$ cat config.mk
export PLATFORM = sky130hd
export DESIGN_NAME = timestamp_splitter
export DESIGN_NICKNAME = d
export VERILOG_FILES = /design/src/rtl/timestamp_splitter.sv
export SDC_FILE = /design/constraint.sdc
export NUM_CORES = 1
export LEC_CHECK = 0
export ABC_AREA = 1
export CORE_MARGIN = 2
export CORE_UTILIZATION = 40
export CTS_CLUSTER_DIAMETER = 120
export DETAILED_ROUTE_END_ITERATION = 8
export HOLD_SLACK_MARGIN = 0.05
export SLEW_MARGIN = 10
export SYNTH_ARGS = -nofsm -noshare
export SYNTH_HDL_FRONTEND = slang
export SYNTH_SLANG_ARGS = --single-unit
$ cat constraint.sdc
create_clock -name clk -period 10.86 [get_ports clk]
set_clock_uncertainty 0.1 [all_clocks]
set_input_delay 1.086 -clock clk [delete_from_list [all_inputs] [get_ports clk]]
set_output_delay 1.086 -clock clk [all_outputs]
set_load 0.03 [all_outputs]
$ cat src/rtl/timestamp_splitter.sv
// Splits records of frame beats plus a multi-beat timestamp (header or trailer) into
// a pass-through frame stream and a FIFO-buffered timestamp stream, flagging tlast faults.
module timestamp_splitter #(
  parameter int DATA_WIDTH         = 8,
  parameter int FRAME_LENGTH_WIDTH = 16,
  parameter int TIMESTAMP_WIDTH    = 72,
  parameter int TS_POSITION        = 0,
  parameter int TS_FIFO_DEPTH      = 4,
  parameter int ERR_COUNT_WIDTH    = 16
) (
  input  logic                          clk,
  input  logic                          rstn,
  input  logic [DATA_WIDTH-1:0]         s_axis_tdata,
  input  logic                          s_axis_tvalid,
  output logic                          s_axis_tready,
  input  logic                          s_axis_tlast,
  input  logic [FRAME_LENGTH_WIDTH-1:0] s_axis_frame_length_tdata,
  input  logic                          s_axis_frame_length_tvalid,
  output logic                          s_axis_frame_length_tready,
  output logic [DATA_WIDTH-1:0]         m_axis_tdata,
  output logic                          m_axis_tvalid,
  input  logic                          m_axis_tready,
  output logic                          m_axis_tlast,
  output logic [TIMESTAMP_WIDTH-1:0]    m_axis_timestamp_tdata,
  output logic                          m_axis_timestamp_tvalid,
  input  logic                          m_axis_timestamp_tready,
  output logic                          err_pulse,
  output logic [ERR_COUNT_WIDTH-1:0]    err_count
);

  localparam int TS_BEATS = TIMESTAMP_WIDTH / DATA_WIDTH;
  localparam int TSC_W    = (TS_BEATS > 1) ? $clog2(TS_BEATS) : 1;
  localparam int PTR_W    = $clog2(TS_FIFO_DEPTH);
  localparam bit HDR_MODE = (TS_POSITION == 1);
  localparam logic [TSC_W-1:0] TS_LAST = TSC_W'(TS_BEATS - 1);

  typedef enum logic [2:0] {IDLE, HDR_TS, FRAME, TRL_TS, DRAIN} state_t;

  state_t                         state_q, state_d;
  logic [FRAME_LENGTH_WIDTH-1:0]  len_q, len_d, beat_cnt_q, beat_cnt_d;
  logic [TSC_W-1:0]               ts_cnt_q, ts_cnt_d;
  logic [TIMESTAMP_WIDTH-1:0]     ts_q, ts_d, ts_merged, push_data;
  logic                           err_det, err_pulse_q;
  logic [ERR_COUNT_WIDTH-1:0]     err_count_q;
  logic                           s_tready_c, len_tready_c, m_tvalid_c, m_tlast_c;
  logic [DATA_WIDTH-1:0]          m_tdata_c;
  logic                           frame_last, ts_last, push, pop;

  logic [TIMESTAMP_WIDTH-1:0]     mem_q [TS_FIFO_DEPTH];
  logic [PTR_W-1:0]               wr_ptr_q, rd_ptr_q;
  logic [PTR_W:0]                 count_q;
  logic                           fifo_full, fifo_empty;

  assign fifo_full  = (count_q == (PTR_W+1)'(TS_FIFO_DEPTH));
  assign fifo_empty = (count_q == '0);
  assign pop        = !fifo_empty && m_axis_timestamp_tready;

  always_comb begin
    state_d      = state_q;
    len_d        = len_q;
    beat_cnt_d   = beat_cnt_q;
    ts_cnt_d     = ts_cnt_q;
    ts_d         = ts_q;
    err_det      = 1'b0;
    push         = 1'b0;
    s_tready_c   = 1'b0;
    len_tready_c = 1'b0;
    m_tvalid_c   = 1'b0;
    m_tlast_c    = 1'b0;
    m_tdata_c    = '0;
    ts_merged    = ts_q | (TIMESTAMP_WIDTH'(s_axis_tdata) << (ts_cnt_q * DATA_WIDTH));
    push_data    = ts_merged;
    frame_last   = (beat_cnt_q == len_q - FRAME_LENGTH_WIDTH'(1));
    ts_last      = (ts_cnt_q == TS_LAST);
    unique case (state_q)
      IDLE: begin
        len_tready_c = 1'b1;
        if (s_axis_frame_length_tvalid) begin
          len_d      = s_axis_frame_length_tdata;
          beat_cnt_d = '0;
          ts_cnt_d   = '0;
          ts_d       = '0;
          if (s_axis_frame_length_tdata == '0) begin
            err_det = 1'b1;
            state_d = DRAIN;
          end else begin
            state_d = HDR_MODE ? HDR_TS : FRAME;
          end
        end
      end
      HDR_TS, TRL_TS: begin
        // Only the final trailer beat pushes, so only it waits for FIFO space.
        s_tready_c = !(state_q == TRL_TS && ts_last && fifo_full);
        if (s_axis_tvalid && s_tready_c) begin
          ts_d     = ts_merged;
          ts_cnt_d = ts_cnt_q + TSC_W'(1);
          if (!ts_last) begin
            if (s_axis_tlast) begin
              err_det = 1'b1;
              state_d = IDLE;
            end
          end else if (state_q == HDR_TS) begin
            err_det = s_axis_tlast;
            state_d = s_axis_tlast ? IDLE : FRAME;
          end else begin
            push    = 1'b1;
            err_det = !s_axis_tlast;
            state_d = s_axis_tlast ? IDLE : DRAIN;
          end
        end
      end
      FRAME: begin
        m_tvalid_c = s_axis_tvalid;
        m_tdata_c  = s_axis_tdata;
        m_tlast_c  = frame_last || s_axis_tlast;
        s_tready_c = m_axis_tready && !(HDR_MODE && frame_last && fifo_full);
        if (s_axis_tvalid && s_tready_c) begin
          beat_cnt_d = beat_cnt_q + FRAME_LENGTH_WIDTH'(1);
          if (!frame_last) begin
            if (s_axis_tlast) begin
              err_det = 1'b1;
              state_d = IDLE;
            end
          end else if (HDR_MODE) begin
            push      = 1'b1;
            push_data = ts_q;
            err_det   = !s_axis_tlast;
            state_d   = s_axis_tlast ? IDLE : DRAIN;
          end else begin
            ts_cnt_d = '0;
            err_det  = s_axis_tlast;
            state_d  = s_axis_tlast ? IDLE : TRL_TS;
          end
        end
      end
      DRAIN: begin
        s_tready_c = 1'b1;
        if (s_axis_tvalid && s_axis_tlast) state_d = IDLE;
      end
      default: state_d = IDLE;
    endcase
  end

  always_ff @(posedge clk) begin
    if (!rstn) begin
      state_q     <= IDLE;
      beat_cnt_q  <= '0;
      ts_cnt_q    <= '0;
      err_pulse_q <= 1'b0;
      err_count_q <= '0;
    end else begin
      state_q     <= state_d;
      beat_cnt_q  <= beat_cnt_d;
      ts_cnt_q    <= ts_cnt_d;
      err_pulse_q <= err_det;
      if (err_det && err_count_q != '1) err_count_q <= err_count_q + ERR_COUNT_WIDTH'(1);
    end
  end

  always_ff @(posedge clk) begin
    len_q <= len_d;
    ts_q  <= ts_d;
  end

  // Timestamp FIFO: pointers and occupancy are reset, storage is not.
  always_ff @(posedge clk) begin
    if (!rstn) begin
      wr_ptr_q <= '0;
      rd_ptr_q <= '0;
      count_q  <= '0;
    end else begin
      if (push) wr_ptr_q <= wr_ptr_q + PTR_W'(1);
      if (pop)  rd_ptr_q <= rd_ptr_q + PTR_W'(1);
      if (push && !pop)      count_q <= count_q + (PTR_W+1)'(1);
      else if (pop && !push) count_q <= count_q - (PTR_W+1)'(1);
    end
  end

  always_ff @(posedge clk) begin
    if (push) mem_q[wr_ptr_q] <= push_data;
  end

  assign s_axis_tready              = rstn && s_tready_c;
  assign s_axis_frame_length_tready = rstn && len_tready_c;
  assign m_axis_tvalid              = rstn && m_tvalid_c;
  assign m_axis_tlast               = rstn && m_tlast_c;
  assign m_axis_tdata               = m_tdata_c;
  assign m_axis_timestamp_tvalid    = rstn && !fifo_empty;
  assign m_axis_timestamp_tdata     = fifo_empty ? '0 : mem_q[rd_ptr_q];
  assign err_pulse                  = err_pulse_q;
  assign err_count                  = err_count_q;

endmodule

==> results.tsv <==
metric	value	unit
status	completed	
cell family with most CP delay	buffers and inverters	
measured slew at the worst slew-check pin	1.04	ns
initial core utilization	0.406	
TritonCTS clock tree	done	
share of layout cells above drive strength 1	0.0632	
TritonCTS Buffers	46	
CTS max path bufs	3	
CTS sink count	425	
nets	1985	
fraction of the cycle the final worst path needs	0.487	
max-slew violations	0	
Tot GR Track Use	0.188	
sequential element share of the synthesized area	0.664	
HPWL after detailed placement	28.4	mm
Cell Chain, Critical Path	clkinv_2 -> buf_4 -> o21ai_0 -> a21oi_1 -> clkdlybuf4s50_1	
Port Buffers	132	
antenna violations before repair	0	
final hold viol count	0	
clk slew on worst S/H paths	0.06	ns
CP endpoint kind	output port	
post-CTS setup buffers	0	
CTS H-tree lvls	2	
share of power burned in combinational logic	0.332	
Synth Register Bits	425	
DR iter-0 viols	1220	
pwr dens	259	nW/um^2
Final min period	5.29	ns
synthesized netlist net count	1868	
R2R setup slack	6.93	ns
global placement routability congestion	0.894	
WL final	45.5	mm
via density per instance	5.10	
Site Rows	78	
Worst Setup Start Kind	flop	
sequential fraction of design power	0.394	
crit path DAT	4.10	ns
count leader, synth	nor2_1	
num ports	133	
CP required	9.67	ns
final setup fails	0	
Clk network pwr share	0.274	
pin count of the biggest net entering global routing	85	
synth warn	0	
post-synth cell types	37	
die width	219	um
FILL cells	4209	
net switching share of the total power	0.363	
Async SR Flop Fraction	0	
Hold/Removal Path Class	flop to flop	
die area	47900	sq um
area grow syn2layout	18.7	%
Critical-path top delay cell	clkinv_2	
Crit path buffers/inverters	3	
Worst Path Class, Setup	flop to output port	
DIE HEIGHT	219	um
final hold slack	0.371	ns
Cells after Synth	1824	
hold_buf cts	0	
Peak VDD IR	0.000157	V
syn_area_per_cell	10.1	sq um
crit-path max cell delay	0.90	ns
CTS resizes	0	
RSZ-0062 raised after global routing	false	
P_sw	0.00206	W
setup TNS	0	ns
post-route ant nets	0	
f_max	0.189	GHz
multi-input logic area	5310	sq um
residual DRC count	0	
Post-synth EDFFs	376	
via count	13156	
post-synth top area share	0.611	
Leak	7.90	nW
cell taking the most area after synthesis	edfxtp_1	
Max-Cap Viols	0	
Routed WL per cell	17.7	um
Inst Count DP	2493	
most instantiated cells after synthesis	401 x nor2_1, 376 x edfxtp_1, 230 x nand2_1	
Clock Latency Late Sink	0.57	ns
mapped cell area	18500	sq um
antenna fix cells	0	
total iterations of the first detailed-routing run	5	
Area contributors post-synth	edfxtp_1 61%, nor2_1 8.1%, dfxtp_1 5.3%	
core area	45500	sq um
first-pass GRT wire length	69.5	mm
Sequential Area	12300	sq um
vias in the first global route	12471	
grt total ovfl	0	
Synth Flop Type	edfxtp_1	
Rel. slew slack	0.304	
final std cells w/o fill	2578	
Worst Path Max Fanout	84	
Root Buffer	clkbuf_16	
P_int	0.00363	W
worst register-to-register path, delay by kind of cell (launching register included):
family                   cells  cell delay, ns
adder cells (fa/ha/maj)      1            0.26
buffers and inverters        3            1.07
flip-flops                   1            0.76
AND/OR/NAND/NOR              6            1.32
flip-flops by register name, indices dropped and copies added, names as in the netlist, named ones only:
signal and cells:
mem_q 288, ts_q 72, beat_cnt_q 16, err_count 16, len_q 16, ts_cnt_q 4, count_q 3, state_q 3
rd_ptr_q 2, wr_ptr_q 2, err_pulse 1
routing by layer:
metal	GRT usage	wire, um
met2	0.306	21200
met4	0.0550	982
met5	0	0
met3	0.0403	3040
met1	0.253	20300
layout make-up:
| cell class | count | share of cell area |
|---|---|---|
| clock inverter | 27 | 0.0126 |
| timing repair buffer | 147 | 0.0654 |
| inverter | 171 | 0.0294 |
| clock buffer | 58 | 0.0564 |
| multi-input combinational | 1150 | 0.242 |
| tap | 600 | 0.0342 |
| sequential | 425 | 0.560 |
stage by stage:
| step | total power, W | util | instance area [sq um] | worst slack (ns) |
|---|---|---|---|---|
| after global placement | 0.00415 | 0.449 | 20400 | 6.07 |
| after CTS | 0.00575 | 0.482 | 21900 | 5.44 |
| final | 0.00569 | 0.482 | 21900 | 5.57 |
| after global routing | 0.00597 | 0.482 | 21900 | 5.18 |
| after detailed placement | 0.00418 | 0.449 | 20400 | 6.06 |
| after floorplan | 0.00343 | - | 18500 | 5.38 |
power by group through the flow:
stage	logic (W)	clock network [W]	registers (W)
2_1_floorplan	0.00119	0	0.00223
3_3_place_gp	0.00188	0	0.00227
3_5_place_dp	0.00190	0	0.00228
4_1_cts	0.00191	0.00159	0.00225
5_1_grt	0.00205	0.00165	0.00227
6_report	0.00189	0.00156	0.00224
cell usage in the layout (no fill, tap or decap), types with 15 or more instances in the layout:
cell type,instances
nor2_1,396
a21oi_1,187
nand3_1,49
buf_4,15
clkdlybuf4s50_1,132
dfxtp_1,47
o21ai_0,168
edfxtp_1,376
nand2_1,230
nor3_1,32
inv_1,160
clkbuf_16,47
xor2_1,20
final timing paths:
| kind | start | end | cells past startpoint |
|---|---|---|---|
| worst max-delay path | flop | m_axis_timestamp_tdata[31] | 5 |
| worst max register to register | ts_cnt_q[0] | mem_q[2][10] | 10 |
| worst min-delay path | rd_ptr_q[0] | flop | 1 |
| worst min register to register | rd_ptr_q[0] | flop | 1 |
cells by family (layout without fill, tap and decap cells):
| logic type | Yosys count | count (layout) | share of synthesized area |
|---|---|---|---|
| buffers and inverters | 249 | 403 | 0.0510 |
| xor gates and xnor gates | 23 | 23 | 0.0109 |
| adders and majority gates | 13 | 13 | 0.00921 |
| AOI/OAI and AO/OA | 365 | 365 | 0.0998 |
| DFF | 425 | 425 | 0.664 |
| and+or+nand+nor | 749 | 749 | 0.165 |
(Power assumes the default switching activity.)
